--- src/rtl/nh_lcd_frame_sequencer_pkg.sv ---
// Shared definitions for the LCD frame sequencer: states, opcodes, window byte helper.
package nh_lcd_frame_sequencer_pkg;

    typedef enum logic [2:0] {
        IDLE,
        HOST_BYTE,
        COL_CMD,
        COL_PARAM,
        PAGE_CMD,
        PAGE_PARAM,
        STREAM,
        DONE
    } seq_state_t;

    localparam logic [7:0] OP_COL_ADDR  = 8'h2A;
    localparam logic [7:0] OP_PAGE_ADDR = 8'h2B;
    localparam logic [7:0] OP_MEM_WRITE = 8'h2C;

    // Address window parameter bytes: start = 0x0000, end = extent-1 (MSB first).
    function automatic logic [7:0] window_byte(input logic [1:0] idx, input logic [15:0] extent);
        logic [15:0] last_pos;
        last_pos = extent - 16'd1;
        case (idx)
            2'd2:    window_byte = last_pos[15:8];
            2'd3:    window_byte = last_pos[7:0];
            default: window_byte = 8'h00;
        endcase
    endfunction

endpackage

--- src/rtl/nh_lcd_byte_issuer.sv ---
// Issues one byte on the 8080 pins: held BYTE_CYCLES clocks, write strobe in the first only.
module nh_lcd_byte_issuer #(
    parameter int unsigned BYTE_CYCLES = 2
) (
    input  logic       clk,
    input  logic       rst,
    input  logic       start,
    input  logic [7:0] data,
    input  logic       cmd_mode,
    output logic       pin_cmd_mode,
    output logic       pin_write,
    output logic [7:0] pin_data,
    output logic       done
);

    localparam logic [3:0] LAST = 4'(BYTE_CYCLES - 1);

    logic       active;
    logic [3:0] remaining;

    // Latch the byte on start, then count down its hold time; pins idle afterwards.
    always_ff @(posedge clk) begin
        if (rst) begin
            active       <= 1'b0;
            remaining    <= '0;
            pin_cmd_mode <= 1'b1;
            pin_write    <= 1'b0;
            pin_data     <= '0;
        end else if (!active) begin
            pin_write <= 1'b0;
            if (start) begin
                active       <= 1'b1;
                remaining    <= LAST;
                pin_data     <= data;
                pin_cmd_mode <= cmd_mode;
                pin_write    <= 1'b1;
            end
        end else begin
            pin_write <= 1'b0;
            if (remaining == '0) begin
                active       <= 1'b0;
                pin_cmd_mode <= 1'b1;
            end else begin
                remaining <= remaining - 4'd1;
            end
        end
    end

    assign done = active && (remaining == '0);

endmodule

--- src/rtl/nh_lcd_frame_sequencer.sv ---
// LCD bus owner: host byte writes, per-frame address window programming, pixel stream handoff.
module nh_lcd_frame_sequencer
    import nh_lcd_frame_sequencer_pkg::*;
#(
    parameter int unsigned BYTE_CYCLES   = 2,
    parameter logic [7:0]  CMD_COL_ADDR  = OP_COL_ADDR,
    parameter logic [7:0]  CMD_PAGE_ADDR = OP_PAGE_ADDR
) (
    input  logic        clk,
    input  logic        rst,
    input  logic        i_enable,
    input  logic        i_continuous,
    input  logic        i_frame_stb,
    input  logic [15:0] i_width,
    input  logic [15:0] i_height,
    input  logic        i_cmd_stb,
    input  logic        i_cmd_is_cmd,
    input  logic [7:0]  i_cmd_data,
    output logic        o_cmd_rdy,
    output logic        o_writer_en,
    output logic [31:0] o_num_pixels,
    input  logic        i_wr_cmd_mode,
    input  logic        i_wr_write,
    input  logic [7:0]  i_wr_data,
    output logic        o_cmd_mode,
    output logic        o_write,
    output logic [7:0]  o_data_out,
    output logic        o_busy,
    output logic        o_frame_done,
    output logic        o_frame_abort,
    output logic [31:0] o_frame_count
);

    seq_state_t  state;
    logic        launched;
    logic [1:0]  idx;
    logic [7:0]  host_data;
    logic        host_cmd_mode;
    logic [31:0] strokes;

    logic        frame_byte_state;
    logic        frame_req;
    logic        issue_start;
    logic [7:0]  issue_data;
    logic        issue_cmd_mode;
    logic        issue_done;
    logic        seq_cmd_mode;
    logic        seq_write;
    logic [7:0]  seq_data;
    logic [33:0] stroke_target;

    assign frame_byte_state = (state == COL_CMD) || (state == COL_PARAM) ||
                              (state == PAGE_CMD) || (state == PAGE_PARAM);
    assign frame_req = i_enable && (i_continuous || i_frame_stb) &&
                       (i_width != '0) && (i_height != '0);
    // Frame bytes are not launched once disabled, so an abort never leaves a byte half-sent.
    assign issue_start = !launched && ((state == HOST_BYTE) || (frame_byte_state && i_enable));
    assign stroke_target = 34'(o_num_pixels) * 34'd3;

    // Select the byte the sequencer issues in the current state.
    always_comb begin
        issue_data     = '0;
        issue_cmd_mode = 1'b1;
        case (state)
            HOST_BYTE: begin
                issue_data     = host_data;
                issue_cmd_mode = host_cmd_mode;
            end
            COL_CMD: begin
                issue_data     = CMD_COL_ADDR;
                issue_cmd_mode = 1'b0;
            end
            COL_PARAM:  issue_data = window_byte(idx, i_width);
            PAGE_CMD: begin
                issue_data     = CMD_PAGE_ADDR;
                issue_cmd_mode = 1'b0;
            end
            PAGE_PARAM: issue_data = window_byte(idx, i_height);
            default: ;
        endcase
    end

    nh_lcd_byte_issuer #(
        .BYTE_CYCLES(BYTE_CYCLES)
    ) u_issuer (
        .clk         (clk),
        .rst         (rst),
        .start       (issue_start),
        .data        (issue_data),
        .cmd_mode    (issue_cmd_mode),
        .pin_cmd_mode(seq_cmd_mode),
        .pin_write   (seq_write),
        .pin_data    (seq_data),
        .done        (issue_done)
    );

    assign o_cmd_mode  = (state == STREAM) ? i_wr_cmd_mode : seq_cmd_mode;
    assign o_write     = (state == STREAM) ? i_wr_write    : seq_write;
    assign o_data_out  = (state == STREAM) ? i_wr_data     : seq_data;
    assign o_writer_en = (state == STREAM);
    assign o_busy      = (state != IDLE);

    // Frame/host sequencing FSM with registered status pulses and counters.
    always_ff @(posedge clk) begin
        if (rst) begin
            state         <= IDLE;
            launched      <= 1'b0;
            idx           <= '0;
            host_data     <= '0;
            host_cmd_mode <= 1'b1;
            strokes       <= '0;
            o_num_pixels  <= '0;
            o_frame_count <= '0;
            o_frame_done  <= 1'b0;
            o_frame_abort <= 1'b0;
            o_cmd_rdy     <= 1'b0;
        end else begin
            o_frame_done  <= 1'b0;
            o_frame_abort <= 1'b0;
            if (issue_start) launched <= 1'b1;
            case (state)
                IDLE: begin
                    if (i_cmd_stb) begin
                        host_data     <= i_cmd_data;
                        host_cmd_mode <= ~i_cmd_is_cmd;
                        state         <= HOST_BYTE;
                        o_cmd_rdy     <= 1'b0;
                    end else if (frame_req) begin
                        o_num_pixels <= 32'(i_width) * 32'(i_height);
                        strokes      <= '0;
                        idx          <= '0;
                        state        <= COL_CMD;
                        o_cmd_rdy    <= 1'b0;
                    end else begin
                        o_cmd_rdy <= 1'b1;
                    end
                end
                HOST_BYTE: begin
                    if (issue_done) begin
                        launched  <= 1'b0;
                        state     <= IDLE;
                        o_cmd_rdy <= 1'b1;
                    end
                end
                COL_CMD, COL_PARAM, PAGE_CMD, PAGE_PARAM: begin
                    if (!i_enable && (!launched || issue_done)) begin
                        launched      <= 1'b0;
                        state         <= IDLE;
                        o_frame_abort <= 1'b1;
                        o_cmd_rdy     <= 1'b1;
                    end else if (issue_done) begin
                        launched <= 1'b0;
                        idx      <= idx + 2'd1;
                        if (state == COL_CMD) begin
                            idx   <= '0;
                            state <= COL_PARAM;
                        end else if (state == PAGE_CMD) begin
                            idx   <= '0;
                            state <= PAGE_PARAM;
                        end else if (idx == 2'd3) begin
                            state <= (state == COL_PARAM) ? PAGE_CMD : STREAM;
                        end
                    end
                end
                STREAM: begin
                    if (!i_enable) begin
                        state         <= IDLE;
                        o_frame_abort <= 1'b1;
                        o_cmd_rdy     <= 1'b1;
                    end else if (i_wr_write && i_wr_cmd_mode) begin
                        strokes <= strokes + 32'd1;
                        if (({2'b00, strokes} + 34'd1) == stroke_target) begin
                            state         <= DONE;
                            o_frame_done  <= 1'b1;
                            o_frame_count <= o_frame_count + 32'd1;
                        end
                    end
                end
                DONE: begin
                    state     <= IDLE;
                    o_cmd_rdy <= 1'b1;
                end
                default: state <= IDLE;
            endcase
        end
    end

endmodule

--- config.mk ---
export PLATFORM = sky130hd
export DESIGN_NAME = nh_lcd_frame_sequencer
export DESIGN_NICKNAME = d
export VERILOG_FILES = /design/src/rtl/nh_lcd_frame_sequencer_pkg.sv /design/src/rtl/nh_lcd_byte_issuer.sv /design/src/rtl/nh_lcd_frame_sequencer.sv
export SDC_FILE = /design/constraint.sdc
export NUM_CORES = 1
export LEC_CHECK = 0
export ABC_AREA = 0
export CAP_MARGIN = 25
export CORE_ASPECT_RATIO = 1.25
export CORE_MARGIN = 2
export CORE_UTILIZATION = 45
export DETAILED_ROUTE_END_ITERATION = 6
export GPL_ROUTABILITY_DRIVEN = 0
export PLACE_DENSITY_LB_ADDON = 0.2
export SYNTH_ARGS = -nofsm -noshare
export SYNTH_HDL_FRONTEND = slang
export SYNTH_SLANG_ARGS = --single-unit
--- constraint.sdc ---
create_clock -name clk -period 13.5 [get_ports clk]
set_clock_uncertainty 0.1 [all_clocks]
set_input_delay 4.05 -clock clk [delete_from_list [all_inputs] [get_ports clk]]
set_output_delay 4.05 -clock clk [all_outputs]
set_load 0.01 [all_outputs]
---- After elaboration in Yosys (flattened, before gate mapping) ----
Cells that the tools add are included.
W data, S select, Z words.
word-level totals
  word-level logic and storage cells ...... 150
  input bits .............................. 57
  output and inout port bits .............. 79
  flip-flop bits (word level) ............. 129
operators by class
  $mul .................................... 2
  equality and inequality tests ........... 26
  multiplexer cells ....................... 55
  add/subtract/negate cells ............... 7
  bitwise logic cells ..................... 6
  reductions and logical operators ........ 38
operator list
  cell                     count
  $mux W32                 4
  $add A32 B1 Y32 const B  2
  $pmux W32 S2             1
  $pmux W8 S5              1
  $eq A33 B34 Y1           1
  $mul A32 B2 Y34 const B  1
  $add A32 B1 Y33 const B  1
  $mux W3                  11
  $mul A16 B16 Y32         1
  $pmux W8 S2              2
  $reduce_bool A16 Y1      2
  $sub A16 B1 Y16 const B  2
  $ne A2 B2 Y1 const B     10
  $mux W1                  19
  $pmux W3 S5              1
  $mux W2                  7
  $eq A3 B3 Y1 const B     4
  $mux W4                  3
  $reduce_and A5 Y1        2
  $logic_and A1 B1 Y1      8
  $mux W8                  1
  $reduce_and A2 Y1        4
  $reduce_or A4 Y1         2
  $eq A3 B2 Y1 const B     2
  22 further kinds         42

---- Longest topological paths before layout ----
  depth in word-level cells ............... 11
  mapped depth ............................ 27
  gate-level depth less buffers ........... 25

---- By module ----
A second synthesis with hierarchy kept.
unflattened totals
  cell total of the unflattened synthesis .. 2400
  area, all modules ....................... 18580.3 µm²
modules (own cells, without submodules)
  module                  cells each  times used  sequential area each (µm²)  area each (µm²)
  nh_lcd_frame_sequencer  2325        1           2282.2                      17956.0
  nh_lcd_byte_issuer      75          1           300.3                       624.3

---- Worst setup path before layout ----
Ideal clock, no wire load.
  path kind ............................... input port to flip-flop
  from .................................... input port i_height[3]
  to ...................................... register o_num_pixels[30]
  stages .................................. 26
  arrival time ............................ 10182 ps
  setup slack ............................. 3112 ps
  library setup time ...................... 106 ps
  cells stage by stage .................... clkbuf_1 > buf_1 > nand2_1 > fa_1 > fa_1 > inv_1 > ha_1 > inv_1 > fa_1 > inv_1 > fa_1 > inv_1 > fa_1 > inv_1 > ha_1 > a2111oi_0 > o21ai_0 > a21oi_1 > o41ai_1 > a41oi_1 > a21oi_1 > nand4_1 > nand3_1 > or4_1 > a2111o_1 > o311ai_0
between the ends
  word-level cells in the longest chain between the ends .. 3
  elaborated cells on any way between the ends .. 4
RTL lines
  element                                                                   RTL line                       source
  start, declared                                                           nh_lcd_frame_sequencer.sv:15   input logic [15:0] i_height,
  parallel branches: the longest is 3 deep, another holds $mul A16 B16 Y32  n/a
  end signal, assigned                                                      nh_lcd_frame_sequencer.sv:129  o_num_pixels <= 32'(i_width) * 32'(i_height);
  end, declared                                                             nh_lcd_frame_sequencer.sv:21   output logic [31:0] o_num_pixels,
Several ways; the timed one is not identified.
A chain may end at the register's enable or synchronous reset.

---- Worst setup path in the final report ----
  from .................................... input port i_width[2]
  to ...................................... register o_num_pixels[30]
between the ends
  word-level cells in the longest chain between the ends .. 4
  elaborated cells on any way between the ends .. 5
RTL lines
  element                                                                   RTL line                      source
  start, declared                                                           nh_lcd_frame_sequencer.sv:14  input logic [15:0] i_width,
  parallel branches: the longest is 4 deep, another holds $mul A16 B16 Y32  n/a
Several ways; the timed one is not identified.

==> flow_summary.yaml <==
drt:
  vias_per_cell: 5.73
  drtAntennaViolNets: 0
  routed_wirelength_um: 53000
  wl_per_cell_um: 18.4
  num_vias: 16500
  dr.pass1.iters: 5
  drt-initial-drc-count: 1260
  drc: 0
synthesis:
  synth-edff-count: 0
  ys_types: 76
  syn_area_um2: 18200
  synth_area_per_cell_um2: 7.79
  syn_inst: 2337
  syn_nets: 2734
  synth_ff_type: "dfxtp_1"
  seq_area_frac_synth: 0.142
  ys_warn_count: 0
  synth_seq_cells: 129
  async_reset_ff_frac: 0
sta:
  finalCritPeriodShare: 0.856
  rsz0062_at_grt: "no"
  final_hold_viol_count: 0
  hold_slack_ps: 360
  tightest_slew_ps: 1110
  fin_crit_ps: 11560
  slew_viol_final: 0
  setup_viol: 0
  fin_tns_setup_ps: 0
  relSlewSlack: 0.257
  fmax_mhz: 86.5
setup_path:
  end_kind: "flip-flop"
  start_kind: "input port"
  cp_max_fo: 20
  startpoint: "i_width[2]"
  r2r-start: "o_num_pixels[1]$_SDFFE_PP0P_"
  path_common_cell: "inv_1"
  crit_slowest_cell: "clkdlybuf4s50_1"
  cp_data_required_time_ps: 13720
  critical_path_class: "input port to flip-flop"
  slowest_delay_ps: 910
  critPathArrivalTime_ps: 11780
floorplan:
  ios: 136
  core_area_um2: 40000
  die_w_um: 184
  die_area_um2: 42100
  start_util: 0.455
  row_count: 82
  die_y_um: 229
power:
  pwr-share-clk: 0.114
  switching_share: 0.506
  ir_worst_vdd_mv: 0.164
  power.switching_mw: 2.10
  power_density_nw_per_um2: 204
  p_leak_nw: 8.96
  pwr-share-seq: 0.116
  power_frac_comb: 0.769
  p_int_mw: 2.05
global_routing:
  track_usage: 0.253
  grt_pass1_vias: 16500
  antenna_found_initial: 1
  grt_max_degree: 110
  grt_pass1_wl_um: 85400
  grt-ovfl-total: 0
cells_and_area:
  syn2layout_area_growth_pct: 11.8
  fin_util: 0.508
  fillerInstances: 3946
  drive_above_1_share: 0.0366
  fin_area_um2: 20300
  mostFrequentLayoutCells: "nand2_1, inv_1, fa_1, a21oi_1, ha_1"
  final_nets: 2765
  final_common_cell: "nand2_1"
placement:
  placed_area_um2: 19700
  io_buffer_count: 135
  dp_hpwl_um: 41200
clock_network:
  htree_levels: 4
  cts-resized-gates: 0
  tritoncts: "yes"
  post_cts_buffers: 0
  numCtsBuffers: 17
  cts_hold_buf: 0
  cts_sinks: 129
  cts_max_path_buffers: 2
  ctsRootBufferMaster: "clkbuf_16"
  clk_latency_ps: 440
  clkTransAtPathRegs_ps: 60
min_path:
  hold_start: "u_issuer.pin_data[7]$_SDFFE_PP0P_"
  hp-class: "flip-flop to flip-flop"
flow_run:
  maxCapViolCount: 0
outcome:
  status: "completed"
-- Yosys cell counts (4+ instances only) --
cell | n | area share
o21a_1 | 6 | 0.0025
nand2b_1 | 17 | 0.0058
nor3_1 | 61 | 0.017
o21bai_1 | 6 | 0.0025
buf_2 | 6 | 0.0017
or4_1 | 20 | 0.0083
a22oi_1 | 14 | 0.0058
a31oi_1 | 11 | 0.0038
a21o_1 | 17 | 0.0070
nand3_1 | 57 | 0.016
nor2_1 | 144 | 0.030
and2_1 | 113 | 0.039
fa_1 | 195 | 0.21
a221oi_1 | 8 | 0.0039
o22ai_1 | 4 | 0.0014
nor4_1 | 21 | 0.0072
a21oi_1 | 151 | 0.042
or2_2 | 7 | 0.0024
a211o_1 | 4 | 0.0019
nor2b_1 | 26 | 0.0089
mux2_2 | 19 | 0.012
inv_1 | 263 | 0.054
nand2_1 | 350 | 0.072
and3_1 | 24 | 0.0083
nand4_1 | 29 | 0.010
nor3b_1 | 7 | 0.0029
o211ai_1 | 10 | 0.0041
ha_1 | 145 | 0.10
and4_1 | 6 | 0.0029
o31ai_1 | 6 | 0.0025
buf_1 | 7 | 0.0014
xnor2_1 | 82 | 0.039
a211oi_1 | 19 | 0.0078
xor2_1 | 42 | 0.020
nor4_2 | 5 | 0.0034
dfxtp_1 | 129 | 0.14
mux2i_1 | 7 | 0.0039
or3_1 | 16 | 0.0055
clkbuf_1 | 119 | 0.025
o21ai_0 | 97 | 0.027
o211a_1 | 4 | 0.0022
buf_6 | 4 | 0.0025
nand3b_1 | 9 | 0.0037
-- path summary, 6_finish.rpt --
kind                                                     endpoint  slack [ps]  depth (start not counted)
worst max-delay path                o_num_pixels[30]$_SDFFE_PP0P_        1940                         26
worst min-delay path            u_issuer.pin_data[7]$_SDFFE_PP0P_         360                          2
worst max register to register     o_frame_count[21]$_SDFFE_PP0P_        8370                         13
worst min register to register  u_issuer.pin_data[7]$_SDFFE_PP0P_         360                          2
-- registers in the layout, summed over array words and instances, names as in the netlist --
signal                 cells
o_frame_done               1
u_issuer.remaining         4
o_frame_abort              1
u_issuer.active            1
o_num_pixels              32
o_cmd_rdy                  1
u_issuer.pin_data          8
o_frame_count             32
u_issuer.pin_write         1
idx                        2
launched                   1
strokes                   32
host_cmd_mode              1
host_data                  8
state                      3
u_issuer.pin_cmd_mode      1
-- power groups by stage --
| stage | clock network (mW) | registers, mW | logic, mW |
|---|---|---|---|
| final | 0.474 | 0.482 | 3.19 |
| after global routing | 0.498 | 0.489 | 3.61 |
| after CTS | 0.482 | 0.482 | 3.19 |
| after detailed placement | 0 | 0.490 | 3.17 |
| after global placement | 0 | 0.490 | 3.11 |
| after floorplan | 0 | 0.475 | 2.40 |
-- critical path: cells and delay by family --
kind | cells | cell delay, ps
simple gates | 4 | 1030
fa+ha+maj | 7 | 3020
buf+inv | 7 | 1240
compound gates | 8 | 2430
-- logic make-up (layout without fill, tap and decap cells) --
kind of cell,count (synthesis),after routing,share of synthesized area
other,0,1,0
buffers and inverters,399,441,0.0844
muxes,28,28,0.0168
xor gates and xnor gates,124,124,0.0597
AOI/OAI and AO/OA,388,388,0.129
and+or+nand+nor,929,929,0.254
adders and majority gates,340,340,0.314
DFF,129,129,0.142
-- per-stage QoR --
stage	power, mW	setup WS (ps)	std cells
floorplan	2.87	3110	2337
global placement	3.60	1890	2851
detailed placement	3.66	1680	2852
CTS	4.15	2120	2882
global route	4.60	1530	2883
finish	4.15	1940	2884
-- layout make-up --
| class | count | area, µm² | share of cell area |
|---|---|---|---|
| inverter | 263 | 987 | 0.0485 |
| multi-input combinational | 1809 | 14100 | 0.692 |
| clock inverter | 9 | 133 | 0.00652 |
| antenna | 1 | 2.50 | 0.000123 |
| sequential | 129 | 2580 | 0.127 |
| tap | 504 | 631 | 0.0310 |
| timing repair buffer | 148 | 1470 | 0.0721 |
| clock buffer | 21 | 460 | 0.0226 |
-- metal layers --
metal	track usage	vias up	wire length (µm)
li1	-	7812	-
met1	0.321	8030	22400
met2	0.440	583	26200
met3	0.0327	107	2960
met4	0.0868	0	1440
met5	0	-	0
Note: power is estimated with default switching activity, not from simulation.
